**src/rtl/app_mult_unsigned_seq_pkg.sv**
```systemverilog
// app_mult_unsigned_seq_pkg: shared FSM states, approximation mask and counter sizing.
package app_mult_unsigned_seq_pkg;
  localparam logic [1:0] IDLE = 2'd0;
  localparam logic [1:0] CALC = 2'd1;
  localparam logic [1:0] DONE = 2'd2;
  // Clears product columns [cols-1:0] within a w-bit word (w, cols <= 64).
  function automatic logic [63:0] mask(int cols, int w);
    return ((~64'd0) << cols) & ~((~64'd0) << w);
  endfunction
  function automatic int cnt_width(int w);
    return (w > 1) ? $clog2(w) : 1;
  endfunction
endpackage

```
**src/rtl/app_pp_mask.sv**
```systemverilog
// app_pp_mask: partial product A<<i with optional low-column truncation.
module app_pp_mask
  import app_mult_unsigned_seq_pkg::*;
#(
  parameter int width1 = 8,
  parameter int width2 = 8,
  parameter int APPROX_COLS = 4
) (
  input  logic [width1-1:0]               a,
  input  logic [cnt_width(width2)-1:0]    i,
  input  logic                            approx_en,
  output logic [width1+width2-1:0]        pp
);
  localparam int W = width1 + width2;
  localparam logic [W-1:0] MASK = W'(mask(APPROX_COLS, W));
  always_comb pp = (W'(a) << i) & (approx_en ? MASK : {W{1'b1}});
endmodule

```
**src/rtl/app_mult_unsigned_seq.sv**
```systemverilog
// app_mult_unsigned_seq: iterative shift-add multiplier computing A*B+cin, exact or truncated.
module app_mult_unsigned_seq
  import app_mult_unsigned_seq_pkg::*;
#(
  parameter int width1 = 8,
  parameter int width2 = 8,
  parameter int APPROX_COLS = 4
) (
  input  logic                     clk,
  input  logic                     rst_n,
  input  logic                     in_valid,
  output logic                     in_ready,
  input  logic [width1-1:0]        A,
  input  logic [width2-1:0]        B,
  input  logic                     cin,
  input  logic                     approx_en,
  output logic                     out_valid,
  input  logic                     out_ready,
  output logic [width1+width2-1:0] sum
);
  localparam int W = width1 + width2;
  localparam int CW = cnt_width(width2);
  logic [1:0] state_q, state_d;
  logic [width1-1:0] a_q, a_d;
  logic [width2-1:0] b_q, b_d;
  logic cin_q, cin_d, approx_q, approx_d, out_valid_q, out_valid_d;
  logic [W-1:0] acc_q, acc_d, sum_q, sum_d, pp, add;
  logic [CW-1:0] cnt_q, cnt_d;
  app_pp_mask #(.width1(width1), .width2(width2), .APPROX_COLS(APPROX_COLS)) u_pp (
    .a(a_q), .i(cnt_q), .approx_en(approx_q), .pp(pp)
  );
  assign in_ready = state_q == IDLE;
  assign out_valid = out_valid_q;
  assign sum = sum_q;
  assign add = b_q[cnt_q] ? pp : '0;
  always_comb begin
    state_d = state_q;
    a_d = a_q;
    b_d = b_q;
    cin_d = cin_q;
    approx_d = approx_q;
    acc_d = acc_q;
    cnt_d = cnt_q;
    sum_d = sum_q;
    out_valid_d = out_valid_q;
    if (state_q == IDLE && in_valid) begin
      a_d = A;
      b_d = B;
      cin_d = cin;
      approx_d = approx_en;
      acc_d = '0;
      cnt_d = '0;
      state_d = CALC;
    end else if (state_q == CALC) begin
      // Final column folds straight into the result so latency is exactly width2 edges.
      if (cnt_q == CW'(width2 - 1)) begin
        sum_d = acc_q + add + W'(cin_q);
        out_valid_d = 1'b1;
        state_d = DONE;
      end else begin
        acc_d = acc_q + add;
        cnt_d = cnt_q + CW'(1);
      end
    end else if (state_q == DONE && out_ready) begin
      out_valid_d = 1'b0;
      state_d = IDLE;
    end
  end
  always_ff @(posedge clk or negedge rst_n) begin
    if (!rst_n) begin
      state_q <= IDLE;
      a_q <= '0;
      b_q <= '0;
      cin_q <= 1'b0;
      approx_q <= 1'b0;
      acc_q <= '0;
      cnt_q <= '0;
      sum_q <= '0;
      out_valid_q <= 1'b0;
    end else begin
      state_q <= state_d;
      a_q <= a_d;
      b_q <= b_d;
      cin_q <= cin_d;
      approx_q <= approx_d;
      acc_q <= acc_d;
      cnt_q <= cnt_d;
      sum_q <= sum_d;
      out_valid_q <= out_valid_d;
    end
  end
endmodule
```
**config.mk**
```make
export PLATFORM = sky130hd
export DESIGN_NAME = app_mult_unsigned_seq
export DESIGN_NICKNAME = d
export VERILOG_FILES = /design/src/rtl/app_mult_unsigned_seq_pkg.sv /design/src/rtl/app_pp_mask.sv /design/src/rtl/app_mult_unsigned_seq.sv
export SDC_FILE = /design/constraint.sdc
export NUM_CORES = 1
export LEC_CHECK = 0
export ABC_AREA = 0
export CORE_MARGIN = 2
export CORE_UTILIZATION = 36
export DETAILED_ROUTE_END_ITERATION = 16
export PLACE_DENSITY = 0.61
export SETUP_SLACK_MARGIN = 0.2
export SKIP_CTS_REPAIR_TIMING = 1
export SLEW_MARGIN = 25
export SYNTH_ARGS = -nofsm -noshare
export SYNTH_HDL_FRONTEND = slang
export SYNTH_HIERARCHICAL = 1
export SYNTH_SLANG_ARGS = --single-unit
```
**constraint.sdc**
```tcl
create_clock -name clk -period 4.95 [get_ports clk]
set_clock_uncertainty 0.05 [all_clocks]
set_input_delay 0.99 -clock clk [delete_from_list [all_inputs] [get_ports clk]]
set_output_delay 0.99 -clock clk [all_outputs]
set_load 0.02 [all_outputs]
```
==> results of run 1 <==
routing by layer:
layer	vias to the layer above	global-route usage, %	routed length, um
met4	0	2.50	29
met1	1264	19.9	3730
met3	2	2.02	295
met2	54	22.3	3390
met5	-	0	0
li1	1365	-	-
stage by stage:
step | cells | hold slack, ns | utilization [%] | setup WS (ns)
final | 529 | 0.436 | 42.7 | 0.763
after global routing | 529 | 0.486 | 42.7 | 0.442
after CTS | 528 | 0.445 | 42.5 | 0.707
after detailed placement | 520 | 0.421 | 41.4 | 0.747
after global placement | 520 | 0.412 | 41.4 | 0.897
after floorplan | 360 | 0.406 | - | 0.893
synthesized netlist by cell type (2+ instances only):
cell and n:
nor2_1 11, clkbuf_1 8, nor3b_1 2, a2bb2oi_1 2, mux2_2 22, o21ai_1 9, nand3_1 5, a21o_1 3
buf_6 3, or2_1 2, xor2_1 8, and3_1 4, dfrtp_1 56, a21oi_1 11, o22ai_1 2, nor2b_1 19
a31oi_1 3, nand2_1 36, ha_1 19, buf_4 6, mux2i_2 2, mux2_4 5, xnor2_1 19, mux2i_1 11
or3_1 2, nor3_1 6, a22o_1 12, nand4_1 3, inv_1 2, o21a_1 4, mux4_2 2, nand2b_1 2
a311o_2 2, o21ai_0 18
path summary, 6_finish.rpt:
check	endpoint	slack, ns	cells past startpoint
max in group asynchronous	acc_q[7]$_DFFE_PN0P_	3.62	2
min in group asynchronous	sum[5]$_DFFE_PN0P_	0.76	2
min	sum[3]$_DFFE_PN0P_	0.44	2
max reg2reg	sum[15]$_DFFE_PN0P_	0.76	14
max	sum[15]$_DFFE_PN0P_	0.76	14
min reg2reg	sum[3]$_DFFE_PN0P_	0.44	2
sequential cells by signal, summed over array words and instances (netlist names):
| register | cells |
|---|---|
| state_q | 2 |
| a_q | 8 |
| cnt_q | 3 |
| approx_q | 1 |
| acc_q | 16 |
| sum | 16 |
| cin_q | 1 |
| out_valid | 1 |
| b_q | 8 |
cells by family after synthesis:
group | Yosys count
adders and majority gates | 20
buffers and inverters | 23
DFF | 56
xor gates and xnor gates | 29
muxes | 42
AOI/OAI and AO/OA | 84
other | 1
and+or+nand+nor | 105
worst register-to-register path: stages (launching register included):
cell and delay (ns):
dfrtp_1 0.60, mux4_2 0.55, mux2i_1 0.15, buf_4 0.22, nor2b_1 0.07, ha_1 0.22
fa_1 0.41, a21o_2 0.26, a221oi_4 0.31, o21ai_1 0.09, o21a_1 0.22, o41ai_4 0.26
xor2_2 0.15, o31a_1 0.32, o31ai_1 0.21
final cells by class:
cell class | instances | share of cell area, %
sequential | 56 | 32.0
clock inverter | 2 | 0.885
multi-input combinational | 281 | 51.3
clock buffer | 6 | 1.88
inverter | 4 | 0.342
timing repair buffer | 44 | 9.73
tap | 136 | 3.88
power groups by stage:
stage,Combinational [uW],Clock (uW),Sequential (uW)
after detailed placement,2260,0,871
after global placement,2230,0,866
final,2270,317,856
after CTS,2280,330,861
after global routing,2510,350,900
after floorplan,1800,0,868
==> summary.txt, run 1 <==
Status
  • Status: finished, final reports clean

Die
  • Die Ht: 106 um
  • Core area: ~10,000 um^2
  • DIE AREA: 11,300 um^2
  • Cell Rows: 37
  • Die Wd: 106 um
  • Starting Density: 36.8%
  • IO Pins: 40

Hold path
  • Min-delay src: sum[3]$_DFFE_PN0P_
  • Hold Crit Class: flip-flop to flip-flop

Timing
  • Worst rel slew slack: 42.6%
  • Crit share post-route: 84.6%
  • Setup TNS: 0 ns
  • Final Hold Viols: 0
  • Number of setup violations in the final report: 0
  • Unrepaired setup endpoints after global routing: no
  • Crit path time final: 4.19 ns
  • Worst-Margin Slew: 0.858 ns
  • Final Max Tran Viols: 0
  • Peak Freq: 239 MHz

Finish
  • Fill cells: approximately 1,000
  • Post-layout instance area: between 4000 and 5000 um^2
  • Share of cells above drive strength 1: 17.0%
  • Antenna diodes: 0
  • Synth-to-layout area growth: 16.0%
  • Multi-input gate area: 2250 um^2
  • Register area: 1400 um^2
  • Commonest cells after routing, fill and taps aside: 56 x dfrtp_1, 38 x clkdlybuf4s50_1, 36 x nand2_1
  • Commonest non-fill, non-tap cell in the layout: dfrtp_1
  • # nets final: 434

Synthesis
  • Dominant synthesized flop cell: dfrtp_1
  • Post-synthesis mux area share: between 10 and 15%
  • Yosys reg bits: 56
  • Async S/R FF share, synth: 100%
  • Synth Area in XOR/XNOR: 7.12%
  • Yosys cell types: 73
  • Seq/Total Area, Yosys: 37.1%
  • Synthesized Nets: 402
  • Synth area leader: dfrtp_1
  • Largest family of logic cells by synthesized area: compound AO/OA/AOI/OAI gates
  • Cell count after synthesis: between 300 and 400
  • Synth Area in Compound Gates: 17.0%
  • Post-Synth Adder-Cell Area: 6.82%
  • Syn avg cell area: roughly 10 um^2
  • Post-Synth Simple-Gate Area: 15.0%
  • Top cell type's share of synthesized area: 37.1%
  • EDFF count, synth: 0
  • Synthesis Warnings: 6
  • Post-Synthesis Cell Area: 3780 um^2
  • Top area cells in the synthesized netlist: dfrtp_1 37%, mux2_2 6.6%, ha_1 6.3%

Global route
  • Largest net degree at the start of global routing: 57
  • GRT Total Usage: around 14%
  • Initial antenna violation count: 0
  • Vias in the first global route: ~2,600
  • Total gr overflow: 0
  • First-pass GRT wire length: 12,800 um

Pwr
  • PnR Total Power: roughly 3400 uW
  • Comb pwr share: about 66%
  • Reg power frac: 24.8%
  • Cell leakage power: 0.00190 uW
  • Power density over the cells: 786 nW/um^2
  • Net Sw Frac: between 40% and 50%
  • Max IR drop VDD: 0.000251 V
  • Sw Pwr: 1560 uW
  • Clock network power share: 9.2%
  • Pint: 1890 uW

Clock network
  • Worst skew pair latency: 0.31 ns
  • Total CTS buffers: 5
  • Clk slew on worst S/H paths: 0.11 ns
  • CTS sink cnt: 56
  • CTS H-tree lvls: 2
  • CTS Buffer Depth: 2
  • CTS tree: built
  • Root Buffer: clkbuf_8

Detailed routing
  • # DRC: 0
  • DRT Wirelength: 7450 um
  • Drt wl/cell: 14.1 um
  • Vias/cell: a little over 5
  • ANT nets after route: 0
  • Via count: 2,685
  • Iter 0 DRT Violations: 95
  • Drt first pass iters: 4

Setup path
  • Max stage delay on crit path: approximately 0.6 ns
  • Crit-path max FO: 16
  • Setup crit end kind: flip-flop
  • Cell family contributing the most delay on the critical path: compound AO/OA/AOI/OAI gates
  • Worst-path cell chain: mux4_2 > mux2i_1 > buf_4 > nor2b_1 > ha_1 > fa_1 > a21o_2 > a221oi_4 > o21ai_1 > o21a_1 > o41ai_4 > xor2_2 > o31a_1 > o31ai_1
  • CP bufs+invs: 1
  • Crit Path Category: flip-flop to flip-flop
  • CP max-delay cell: dfrtp_1
  • Worst Setup Start Kind: flip-flop
  • Reg-to-Reg Start: cnt_q[2]$_DFFE_PN0P_
  • Worst Path Required: 5.11 ns
  • Data arrival, critical path: approximately 4.4 ns
  • Crit path from: cnt_q[2]$_DFFE_PN0P_

Flow run
  • MaxCap Viol Count: 0

Place
  • Hpwl dp: 5590 um
  • Post-DP Area: 4250 um^2
  • Port Buffers: 39
  • Routability cong.: 0.839
(Power assumes the default switching activity.)
==> run 2, diff against run 1 <==
--- a/config.mk
+++ b/config.mk
@@ -9,7 +9,7 @@
 export CORE_MARGIN = 2
 export CORE_UTILIZATION = 36
 export DETAILED_ROUTE_END_ITERATION = 16
-export PLACE_DENSITY = 0.61
+export PLACE_DENSITY = 0.63
 export SETUP_SLACK_MARGIN = 0.2
 export SKIP_CTS_REPAIR_TIMING = 1
 export SLEW_MARGIN = 25
==> constraint.sdc (replaced) <==
create_clock -name clk -period 3.5 [get_ports clk]
set_clock_uncertainty 0.05 [all_clocks]
set_input_delay 0.7 -clock clk [delete_from_list [all_inputs] [get_ports clk]]
set_output_delay 0.7 -clock clk [all_outputs]
set_load 0.02 [all_outputs]
==> run 2 against run 1 <==
  * The flow now finishes with violations (negative setup slack)
  * Via count is 14% higher
  * First-iteration DRC count is 36% lower
  * Fmax is 11% higher
  * Worst setup slack worse by 1.0 ns
  * Global-route usage is 1.2 points higher
  * Critical endpoint unchanged
  * Highest routed layer unchanged
==> summary.txt, run 2 (same netlist as run 1, synthesis figures left out) <==
Status
  • Status: complete, but fails checks
  • Failing checks: negative setup slack

Detailed routing
  • Drt wl/cell: 14.6 um
  • Vias/cell: 5.12
  • DRT Wirelength: 8710 um
  • Drt first pass iters: 4
  • Iter 0 DRT Violations: 61
  • # DRC: 0
  • Via count: 3,061
  • ANT nets after route: 0

Setup path
  • Worst Path Required: around 3.7 ns
  • Critical path depth: 14
  • Reg-to-Reg Start: cnt_q[2]$_DFFE_PN0P_
  • Setup crit end kind: flip-flop
  • Crit-path max FO: 3
  • CP max-delay cell: mux4_2
  • Max stage delay on crit path: 0.55 ns
  • Data arrival, critical path: 3.95 ns
  • Worst Setup Start Kind: flip-flop
  • Worst r2r path cells: 14
  • Reg2Reg Setup Slack: -0.29 ns
  • CP bufs+invs: 1
  • Cell family contributing the most delay on the critical path: compound AO/OA/AOI/OAI gates
  • Crit Reg-Reg Endpoint: sum[15]$_DFFE_PN0P_
  • Crit path from: cnt_q[2]$_DFFE_PN0P_
  • Worst-path cell chain: mux4_2 > mux2i_4 > nor2b_1 > ha_2 > fa_2 > a21o_4 > a221oi_4 > buf_4 > mux2_4 > o311ai_4 > nor3_4 > nand4_2 > o31a_1 > o31ai_2
  • Crit Path Category: flip-flop to flip-flop

Global route
  • First-pass GRT wire length: 13,700 um
  • Vias in the first global route: 2,845
  • Met1 Usage GRT: a little over a fifth
  • Total gr overflow: 0
  • Met2 Track Usage GR: between 20% and 30%
  • GR peak layer: met2
  • Largest net degree at the start of global routing: 57
  • Met3 Use GR: 1.84%
  • GRT Total Usage: 15.0%
  • Initial antenna violation count: 0

Clock network
  • Total CTS buffers: 5
  • CTS tree: built
  • Clk slew on worst S/H paths: 0.10 ns
  • CTS Buffer Depth: 2
  • Root Buffer: clkbuf_8
  • Worst skew pair latency: around 0.31 ns
  • CTS H-tree lvls: 2
  • CTS sink cnt: 56

Timing
  • Unrepaired setup endpoints after global routing: yes
  • Final setup margin: -0.285 ns
  • Crit path time final: 3.79 ns
  • Final Hold Viols: 0
  • Peak Freq: 264 MHz
  • Hold_ws: about 0.43 ns
  • Number of setup violations in the final report: 6
  • Final Max Tran Viols: 0
  • Worst rel slew slack: 52.0%
  • Setup TNS: -0.855 ns
  • Worst-Margin Slew: 0.720 ns
  • Crit share post-route: 108%

Finish
  • # nets final: about 500
  • Layout Cells excl Fill: between 500 and 600
  • Share of cells above drive strength 1: 40.5%
  • Post-layout instance area: 5250 um^2
  • Synth-to-layout area growth: 38.8%
  • Antenna diodes: 0
  • Commonest non-fill, non-tap cell in the layout: buf_4
  • Commonest cells after routing, fill and taps aside: 63 x buf_4, 55 x dfrtp_1, 38 x clkdlybuf4s50_1

Hold path
  • Min-delay src: sum[9]$_DFFE_PN0P_
  • Hold Crit Class: flip-flop to flip-flop
  • Worst Hold End: sum[9]$_DFFE_PN0P_
  • Depth of the worst hold-timing path: 2

Place
  • Port Buffers: 39
  • Routability cong.: 0.899
  • Placed cells: 578
  • Post-DP Area: between 4000 and 5000 um^2
  • Hpwl dp: 6200 um

Die
  • DIE AREA: 11,300 um^2
  • Die Wd: 106 um
  • Die Ht: about 110 um
  • Cell Rows: 37
  • Core area: 10,300 um^2
  • Starting Density: 36.8%
  • IO Pins: 40

Flow run
  • MaxCap Viol Count: 0
==> run 2: changes by cell type in the layout (fill, tap and decap cells not counted), sizes merged <==
cell,before,now
buf,6,76
bufinv,1,0
clkbuf,6,5
clkinv,2,1
clkinvlp,0,1
inv,3,4
==> run 2: how the worst max path moves through the flow <==
stage,to
after floorplan,sum[15]$_DFFE_PN0P_
after global placement,sum[15]$_DFFE_PN0P_
after detailed placement,sum[15]$_DFFE_PN0P_
after CTS,sum[15]$_DFFE_PN0P_
after global routing,sum[15]$_DFFE_PN0P_
final,sum[15]$_DFFE_PN0P_
==> run 2: area by class of cell <==
type	instances	area, um^2
clock inverter	2	12.5
multi-input combinational	281	2590
inverter	4	15.0
fill	954	5030
tap	136	170
sequential	56	1400
clock buffer	5	68.8
timing repair buffer	114	987
==> run 2: routing by layer <==
layer	part of all wire [%]	vias to the layer above	wire, um
met5	0	-	0
met4	1.2	0	101
li1	-	1509	-
met2	48	61	4190
met1	47	1482	4130
met3	3.2	9	281
==> run 2: per-stage QoR <==
stage          setup WS [ns]  util (%)
2_1_floorplan         -0.231         -
3_3_place_gp         -0.0688      46.0
3_5_place_dp          -0.210      46.0
4_1_cts               -0.247      46.8
5_1_grt               -0.449      51.0
6_report              -0.285      51.0
==> run 2: worst min-delay path, delay by kind of cell, from the launching register on <==
family,cells,cell delay (ns)
AO/OA/AOI/OAI,1,0.06
flip-flops,1,0.35
AND/OR/NAND/NOR,1,0.04
Power of run 2 is not shown: default switching activity piles up to over one toggle a cycle in this logic, so the estimate is an artifact.
==> run 3, diff against run 2 <==
--- a/config.mk
+++ b/config.mk
@@ -8,6 +8,7 @@
 export ABC_AREA = 0
 export CORE_MARGIN = 2
 export CORE_UTILIZATION = 36
+export CTS_CLUSTER_SIZE = 28
 export DETAILED_ROUTE_END_ITERATION = 16
 export PLACE_DENSITY = 0.63
 export SETUP_SLACK_MARGIN = 0.2
==> results of run 3 <==
The final DEF is identical to that of run 2; final timing and power are the same.
Power of run 3 is left out for the same reason.
